==> src/rtl/ifm_write_ctrl.sv <==
// Round-robin loader that spreads a pixel-beat stream across SIZE feature-map banks.
// Optional build macro IFM_WR_REG_OUT_EN adds one output register stage on the bank write ports.

module ifm_bank_slice #(
  parameter int AW = 5,
  parameter int DW = 128
) (
  input  logic          clock,
  input  logic          rst_n,
  input  logic          wr,
  input  logic          row_upd,
  input  logic [AW-1:0] row,
  input  logic [DW-1:0] data,
  output logic          wr_en,
  output logic [AW-1:0] addr,
  output logic [DW-1:0] pix
);
  logic          en_q;
  logic [AW-1:0] addr_q;
  logic [DW-1:0] pix_q;

  always_ff @(posedge clock or negedge rst_n) begin
    if (!rst_n) begin
      en_q   <= 1'b0;
      addr_q <= '0;
      pix_q  <= '0;
    end else begin
      en_q <= wr;
      if (row_upd) addr_q <= row;
      if (wr)      pix_q  <= data;
    end
  end

`ifdef IFM_WR_REG_OUT_EN
  logic          en_q2;
  logic [AW-1:0] addr_q2;
  logic [DW-1:0] pix_q2;

  always_ff @(posedge clock or negedge rst_n) begin
    if (!rst_n) begin
      en_q2   <= 1'b0;
      addr_q2 <= '0;
      pix_q2  <= '0;
    end else begin
      en_q2   <= en_q;
      addr_q2 <= addr_q;
      pix_q2  <= pix_q;
    end
  end

  assign wr_en = en_q2;
  assign addr  = addr_q2;
  assign pix   = pix_q2;
`else
  assign wr_en = en_q;
  assign addr  = addr_q;
  assign pix   = pix_q;
`endif
endmodule

module ifm_write_ctrl #(
  parameter int SIZE = 8
) (
  input  logic                clock,
  input  logic                rst_n,
  input  logic                start,
  input  logic [4:0]          cfg_depth,
  input  logic [3:0]          cfg_valid_num,
  input  logic                buf_empty,
  input  logic                in_valid,
  output logic                in_ready,
  input  logic [127:0]        in_data,
  input  logic                in_last,
  output logic [SIZE-1:0]     ifm_wr_en,
  output logic [5*SIZE-1:0]   ifm_wr_addr,
  output logic [128*SIZE-1:0] pixels_in,
  output logic [3:0]          valid_num,
  output logic                i2c_ready,
  input  logic                i2c_done,
  output logic                load_err
);
  localparam int BW = (SIZE > 1) ? $clog2(SIZE) : 1;
`ifdef IFM_WR_REG_OUT_EN
  localparam int STAGES = 1;
`else
  localparam int STAGES = 0;
`endif

  typedef enum logic [1:0] {IDLE, LOAD, READY} state_t;

  state_t          state, state_nxt;
  logic [BW-1:0]   bank_cnt;
  logic [4:0]      row_cnt;
  logic [4:0]      depth_q;
  logic            accept, start_ok, final_beat, bank_wrap, rdy_now;
  logic [SIZE-1:0] bank_wr;
  logic [STAGES:0] vld_pipe;
  logic [SIZE-1:0][4:0]   addr_arr;
  logic [SIZE-1:0][127:0] pix_arr;

  assign bank_wrap  = (bank_cnt == BW'(SIZE-1));
  assign final_beat = bank_wrap && (row_cnt == depth_q);

  always_ff @(posedge clock or negedge rst_n) begin
    if (!rst_n) state <= IDLE;
    else        state <= state_nxt;
  end

  always_comb begin
    state_nxt = state;
    case (state)
      IDLE:    if (start && buf_empty)                  state_nxt = LOAD;
      LOAD:    if (accept && (in_last || final_beat))   state_nxt = READY;
      READY:   if (i2c_done)                            state_nxt = IDLE;
      default:                                          state_nxt = IDLE;
    endcase
  end

  always_comb begin
    in_ready = (state == LOAD);
    accept   = in_ready && in_valid;
    start_ok = (state == IDLE) && start && buf_empty;
    rdy_now  = (state == READY) && !i2c_done;
    for (int i = 0; i < SIZE; i++)
      bank_wr[i] = accept && (bank_cnt == BW'(i));
  end

  always_ff @(posedge clock or negedge rst_n) begin
    if (!rst_n) begin
      bank_cnt  <= '0;
      row_cnt   <= '0;
      depth_q   <= '0;
      valid_num <= '0;
      load_err  <= 1'b0;
    end else if (start_ok) begin
      bank_cnt  <= '0;
      row_cnt   <= '0;
      depth_q   <= cfg_depth;
      valid_num <= cfg_valid_num;
      load_err  <= 1'b0;
    end else if (accept) begin
      bank_cnt <= bank_wrap ? '0 : bank_cnt + 1'b1;
      if (bank_wrap) row_cnt <= row_cnt + 1'b1;
      // Length mismatch in either direction: last flag and final slot must coincide.
      if (in_last != final_beat) load_err <= 1'b1;
    end
  end

  // Tile-resident flag trails the state by the bank write latency; drops as soon as done arrives.
  always_ff @(posedge clock or negedge rst_n) begin
    if (!rst_n) vld_pipe <= '0;
    else begin
      vld_pipe[0] <= rdy_now;
      for (int i = 1; i <= STAGES; i++) vld_pipe[i] <= vld_pipe[i-1] && rdy_now;
    end
  end
  assign i2c_ready = vld_pipe[STAGES];

  for (genvar g = 0; g < SIZE; g++) begin : g_bank
    ifm_bank_slice #(.AW(5), .DW(128)) u_slice (
      .clock   (clock),
      .rst_n   (rst_n),
      .wr      (bank_wr[g]),
      .row_upd (accept),
      .row     (row_cnt),
      .data    (in_data),
      .wr_en   (ifm_wr_en[g]),
      .addr    (addr_arr[g]),
      .pix     (pix_arr[g])
    );
  end

  assign ifm_wr_addr = addr_arr;
  assign pixels_in   = pix_arr;
endmodule

==> config.mk <==
export PLATFORM = sky130hd
export DESIGN_NAME = ifm_write_ctrl
export DESIGN_NICKNAME = d
export VERILOG_FILES = /design/src/rtl/ifm_write_ctrl.sv
export SDC_FILE = /design/constraint.sdc
export NUM_CORES = 1
export LEC_CHECK = 0
export ABC_AREA = 0
export BUFFER_PORTS_ARGS = -buffer_cell sky130_fd_sc_hd__buf_2
export CAP_MARGIN = 40
export CORE_AREA = 2 2 474 476
export CTS_CLUSTER_DIAMETER = 50
export DETAILED_ROUTE_END_ITERATION = 7
export DIE_AREA = 0 0 476 478
export GPL_TIMING_DRIVEN = 1
export SYNTH_ARGS = -nofsm -noshare
export SYNTH_HDL_FRONTEND = slang
export SYNTH_HIERARCHICAL = 1
export SYNTH_SLANG_ARGS = --single-unit
==> constraint.sdc <==
create_clock -name clock -period 2.8 [get_ports clock]
set_input_delay 0.42 -clock clock [delete_from_list [all_inputs] [get_ports clock]]
set_output_delay 0.42 -clock clock [all_outputs]
set_load 0.05 [all_outputs]
==> metrics.md, run 1 <==
| Metric | Value |
|---|---|
| Status | finished, final reports clean |
| Final setup fails | 0 |
| Initial antenna violation count | 20 |
| Gate Count Post-Synth | 2358 |
| Post-synthesis mux area share | between 20% and 30% |
| Max Freq | between 400 and 500 MHz |
| WP data arrival | approximately 3000 ps |
| Final Cell Area | roughly 56000 um^2 |
| Primary FF master, synth | dfrtp_1 |
| Vias per cell | between 3 and 4 |
| Largest family of logic cells by synthesized area | multiplexers |
| Clock Sinks | approximately 1.1k |
| Deepest clock path buffer count | 3 |
| Vias in the first global route | 27.5k |
| Final Hold Fails | 0 |
| Number of nets in the layout | 3920 |
| DRT Wirelength | 149000 um |
| Row Count | roughly 170 |
| Non-filler instance count after layout | about 7k |
| Post-Place Setup Slack | slightly above 400 ps |
| CTS tree | done |
| DR vias | 26.4k |
| Port Buf Inserts | around 1.2k |
| Met1 WL | about 58000 um |
| Drt pass-1 iters | 4 |
| Max-slew violations | 0 |
| H-Tree Depth | 4 |
| Cell Pwr Density | approximately 1400 nW/um^2 |
| Critical Path Fanout Max | 25 |
| Uppermost routed layer | met5 |
| Area of the mapped netlist | roughly 41000 um^2 |
| Ys Warns | 6 |
| Kind of critical path | reg2reg |
| Post-synthesis area per instance | around 18 um^2 |
| Worst EP required | between 3000 and 4000 ps |
| Clk_skew | 23.4 ps |
| Max VDD drop | ~1.0 mV |
| Register area share after synthesis | 66.2% |
| CTS clk-pin slew, worst paths | 60 ps |
| Remaining DRCs | 0 |
| Root Driver | clkbuf_16 |
| Commonest non-fill, non-tap cell in the layout | buf_2 |
| Cts bufs inserted | between 100 and 150 |
| Slew headroom | between 40% and 50% |
| Resized Gates After CTS | 0 |
| Slew of the pin with the lowest slew margin | between 700 and 800 ps |
| P&R area growth vs syn | 36.2% |
| Post-synthesis adder-cell area fraction | 0.242% |
| Routed wl met2 | between 70000 and 80000 um |
| Initial Utilization | between 15 and 20% |
| Fraction of layout cells with a size suffix above 1 | just under 70% |
| Max Cap Violations | 0 |
| Routed wire per std cell | between 20 and 25 um |
| Total power | around 78 mW |
| RSZ-0062 raised after global routing | false |
| # IOs | about 1.2k |
| Post-Synth Simple-Gate Area | 0.636% |
| Synth Net Count | 2510 |
| Routed Antenna Nets | 0 |
| WL met3 | around 15000 um |
| Synthesized flop and latch total | about 1.1k |
| Hold Path Class | in2reg |
| Number of synthesized flops with an enable pin | 0 |
| Post-DP HPWL | 110000 um |
| Count of cell types in the netlist | 30 |
| Crit path launch type | flip-flop |
| Post-route worst setup slack | 435 ps |
| Util after Layout | between 20 and 30% |
| Pleak | just under 30 nW |
| Crit. End Element | flip-flop |
| Vert. Die Dim | roughly 480 um |
| GPL Wtd Cong | around 0.80 |
| Total gr overflow | 0 |
| Hold_ws | 90.1 ps |
| First-pass GRT wire length | roughly 210000 um |
| Compound-Gate Fraction of Synth Area | less than 1% |
| Largest net degree at the start of global routing | 114 |
| Setup tns final | 0 ps |
| Placed Area | between 50000 and 60000 um^2 |
| Commonest cells after routing, fill and taps aside | buf_2 (1221), dfrtp_1 (1093), mux2_2 (1064) |
| Post-synth ARST share | between 90% and 100% |
| Final min period | 2360 ps |
| GRT Util Overall | approximately an eighth |
| Latest clock arrival within the worst-skew pair | between 700 and 800 ps |
| Die area | about 230000 um^2 |
| Detailed Route Iter0 Violations | around 1.1k |
| Tcrit/Tclk final | a little over four fifths |
| Die Width | between 400 and 500 um |
| Dpl cells | 6567 |
| Synth Area in XOR/XNOR | 0.127% |
| Core area | between 200000 and 250000 um^2 |
==> path summary, 6_finish.rpt <==
path	start	endpoint	slack, ps	cells past startpoint
worst max register to register	state[1]	g_bank[6].u_slice/pix[67]	440	6
max in group asynchronous	rst_n	g_bank[0].u_slice/pix[14]	1370	4
worst max-delay path	state[1]	g_bank[6].u_slice/pix[67]	440	6
worst min register to register	valid_num[3]	valid_num[3]	490	2
min in group asynchronous	rst_n	g_bank[0].u_slice/pix[38]	200	2
worst min-delay path	in_data[92]	g_bank[2].u_slice/pix[92]	90	2
==> synth_stat cells, types with 2 or more instances <==
cell,n,area [um^2]
buf_2,2,10.0
ha_1,8,100
and3_1,6,37.5
dfrtp_1,1093,27400
clkbuf_8,64,881
nor2_1,2,7.51
buf_6,50,563
xor2_1,4,35.0
nand2_1,34,128
xnor2_1,2,17.5
inv_1,7,26.3
mux2_2,1064,12000
mux2i_1,3,30.0
o21ai_0,2,10.0
nand4_1,2,12.5
==> cell families (layout without fill, tap and decap cells) <==
kind of cell,count (synthesis),in the layout
compound gates,7,7
xor+xnor,6,6
fa+ha+maj,8,8
buf+inv,123,1646
flops,1093,1093
mux,1067,1067
other cells,0,7
simple gates,54,54
==> critical path, cell delays in order (launching register included) <==
cell and delay [ps]:
dfrtp_1 420, nand3b_1 240, inv_1 300, and3_4 390, buf_12 280, buf_4 220
mux2_2 350
==> repair_timing <==
| item | CTS | global route |
|---|---|---|
| setup buffers | 0 | 0 |
| hold endpoints to repair | 525 | 0 |
| hold buffers | 50 | 0 |
==> where the power goes <==
group	leakage, nW	total, mW	internal, mW	switching [mW]
Combinational	12.3	35.8	8.84	27.0
Clock	2.27	18.0	10.6	7.46
Sequential	14.5	24.5	21.5	2.97
Total	29.0	78.3	40.9	37.4
==> flip-flops by register name (all words and copies together), names as in the netlist <==
signal	flops
g_bank.u_slice/wr_en	8
state	2
depth_q	5
bank_cnt	3
g_bank.u_slice/addr	40
load_err	1
g_bank.u_slice/pix	1024
valid_num	4
row_cnt	5
i2c_ready	1
==> layout make-up <==
type,instances,area (um^2)
clock inverters,62,719
multi-input cells,1142,12500
flip-flops and latches,1093,27400
clock buffers,194,3950
fillers,23128,167000
diodes,7,17.5
well taps,2992,3740
repair buffers,1383,7960
inverters,7,26.3
==> routing by layer <==
metal / up-vias / global-route usage (%)
li1: 11244 / -
met1: 13798 / 14.4
met2: 1116 / 21.1
met3: 234 / 5.11
met4: 2 / 4.82
met5: - / 0
No activity file was read; power rests on OpenSTA's default activity.
==> inputs of run 2 (changes only) <==
==> constraint.sdc (replaced) <==
create_clock -name clock -period 1.9 [get_ports clock]
set_input_delay 0.285 -clock clock [delete_from_list [all_inputs] [get_ports clock]]
set_output_delay 0.285 -clock clock [all_outputs]
set_load 0.05 [all_outputs]
==> run 2 against run 1 <==
The run now ends with negative setup slack left; highest routed layer is now met4; largest cell class unchanged; non-clock buffer count up 231; sequential cell count unchanged; largest power group unchanged; hold slack worse by 45 ps; total power up 49%.
==> metrics.md, run 2 (synthesized netlist as in run 1, its figures left out) <==
| Metric | Value |
|---|---|
| Crit-path most repeated cell | buf_16 |
| Cell Chain, Critical Path | ha_2, ha_4, and4b_4, buf_12, buf_16, buf_6, buf_16, mux2_4 |
| Number of flip-flops in the largest register | 1024 (unchanged) |
| Tcrit/Tclk final | 106% (+21 points) |
| First-pass GRT wire length | 218000 um (+5.3%) |
| Latest clock arrival within the worst-skew pair | 780 ps (+20 ps) |
| Final setup fails | 359 (+359) |
| Critical Path Fanout Max | 7 (-72%) |
| DR vias | 27.5k (+4.3%) |
| Pleak | 30.5 nW (+4.9%) |
| P&R area growth vs syn | 43.4% |
| Slew headroom | 59.2% (+12 points) |
| Final min period | 2010 ps (-357 ps) |
| DRT Wirelength | 160000 um (+7.2%) |
| Core area | 223000 um^2 (unchanged) |
| Post-route worst setup slack | -108 ps (-543 ps) |
| Total gr overflow | 0 (unchanged) |
| Crit path launch type | flip-flop |
| Register area | 27400 um^2 (unchanged) |
| Final Hold Fails | 0 (unchanged) |
| Post-DP HPWL | 116000 um (+6.3%) |
| Initial Utilization | 18.5% (unchanged) |
| Max-slew violations | 0 (unchanged) |
| Max Freq | 498 MHz (+18%) |
| Die Width | 476 um (unchanged) |
| Drt pass-1 iters | 4 (unchanged) |
| CTS tree | done |
| RSZ-0062 raised after global routing | true |
| Total power | 117 mW (+49%) |
| Remaining DRCs | 0 (unchanged) |
| Clock Sinks | 1093 (unchanged) |
| Fraction of layout cells with a size suffix above 1 | 68.1% (+0.32 points) |
| Die area | 228000 um^2 (unchanged) |
| Port Buf Inserts | 1222 (unchanged) |
| Cts bufs inserted | 138 (-2.1%) |
| Worst EP required | 2540 ps (-900 ps) |
| Hold Path Class | in2reg |
| Commonest cells after routing, fill and taps aside | buf_2 (1213), dfrtp_1 (1093), mux2_2 (1016) |
| Row Count | 174 (unchanged) |
| H-Tree Depth | 4 (unchanged) |
| Clk_skew | 23.7 ps (+0.296 ps) |
| Hold_ws | 45.1 ps (-45.0 ps) |
| Vias in the first global route | 29.2k (+6.2%) |
| # IOs | 1223 (unchanged) |
| Setup tns final | -8190 ps (-8190 ps) |
| Cell Pwr Density | 1970 nW/um^2 (+42%) |
| Multi-input logic area | 12700 um^2 (+1.7%) |
| WP data arrival | 2640 ps (-370 ps) |
| Commonest non-fill, non-tap cell in the layout | buf_2 |
| FF-to-FF setup slack | -110 ps (-540 ps) |
| Root Driver | clkbuf_16 |
| Post-Place Setup Slack | -92.7 ps (-497 ps) |
| Largest net degree at the start of global routing | 92 (-19%) |
| Vert. Die Dim | 478 um (unchanged) |
| Status | finished, violations left |
| Kind of critical path | reg2reg |
| Filler cell count | 23.0k (-0.71%) |
| Deepest clock path buffer count | 3 (unchanged) |
| GPL Wtd Cong | 0.793 (-0.34%) |
| CP max stage delay | 390 ps (-30 ps) |
| CTS clk-pin slew, worst paths | 60 ps (about the same) |
| CP max stage cell | dfrtp_1 |
| Number of nets in the layout | 4148 (+5.8%) |
| Max Cap Violations | 0 (unchanged) |
| Max VDD drop | 1.33 mV (+28%) |
| Util after Layout | 26.6% (+1.3 points) |
| Detailed Route Iter0 Violations | 997 (-12%) |
| Initial antenna violation count | 29 (+45%) |
| Routed Antenna Nets | 0 (unchanged) |
| Routed wire per std cell | 22.5 um (+3.8%) |
| GRT Util Overall | 13.3% (+0.65 points) |
| Crit. End Element | flip-flop |
| Failing checks | negative setup slack |
| Vias per cell | 3.87 (+0.97%) |
| Slew of the pin with the lowest slew margin | 611 ps (-180 ps) |
## run 2: changes by cell type in the layout (fill, tap and decap cells not counted), sizes merged
cell / previous run / this run
buf: 1333 / 1474
bufinv: 5 / 9
diode: 7 / 17
clkinvlp: 7 / 5
clkbuf: 194 / 189
clkinv: 21 / 26
inv: 36 / 34
dlygate4sd3: 50 / 126
## run 2: area by class of cell
class / instances / share of cell area (%)
Sequential cell: 1093 / 46.2
Multi-Input combinational cell: 1142 / 21.5
Timing Repair Buffer: 1614 / 18.0
Clock buffer: 175 / 6.34
Tap cell: 2992 / 6.32
Clock inverter: 67 / 1.55
Antenna cell: 17 / 0.0718
Inverter: 7 / 0.0443
## run 2: path summary, 6_finish.rpt
check	start	endpoint	cells past startpoint
max	bank_cnt[0]	g_bank[7].u_slice/pix[9]	8
min	in_data[75]	g_bank[1].u_slice/pix[75]	2
max reg2reg	bank_cnt[0]	g_bank[7].u_slice/pix[9]	8
min reg2reg	g_bank[3].u_slice/pix[43]	g_bank[3].u_slice/pix[43]	1
max in group asynchronous	rst_n	g_bank[7].u_slice/pix[97]	4
min in group asynchronous	rst_n	g_bank[4].u_slice/pix[109]	3
## run 2: per-stage QoR
stage / instances / cell area, um^2
global placement: 6681 / 52100
finish: 7107 / 59200
floorplan: 2358 / 41400
global route: 7099 / 59200
detailed placement: 6681 / 52100
CTS: 7065 / 58600
## run 2: metal layers
| metal | up-vias | track usage, % | share of wire, % | routed length (um) |
|---|---|---|---|---|
| met1 | 14439 | 15.7 | 40 | 63400 |
| met4 | 0 | 5.33 | 3.7 | 5880 |
| li1 | 11671 | - | - | - |
| met5 | - | 0 | 0 | 0 |
| met2 | 1154 | 22.4 | 49 | 77800 |
| met3 | 264 | 4.10 | 8.0 | 12800 |
## run 2: power breakdown
group          internal (mW)  leakage [nW]  total, mW  switching, mW
registers               31.7          14.5       36.1           4.37
clock network           15.6          2.28       26.7           11.1
logic                   13.9          13.7       54.0           40.1
## run 2: what timing repair did
| action | in CTS | in global routing |
|---|---|---|
| setup endpoints to repair | 170 | 897 |
| endpoints found under the hold margin | 1350 | 0 |
| gates cloned | 4 | 15 |
| buffers inserted | 14 | 12 |
| hold buffers | 126 | 0 |
| pin swaps | 3 | 2 |
| resized for setup | 92 | 38 |
## run 2: worst max-delay path: cells and delay by family (launching register included)
family                   cells  cell delay, ps
adder cells (fa/ha/maj)      2             370
buffers and inverters        4             580
flip-flops                   1             390
multiplexers                 1             300
AND/OR/NAND/NOR              1             200
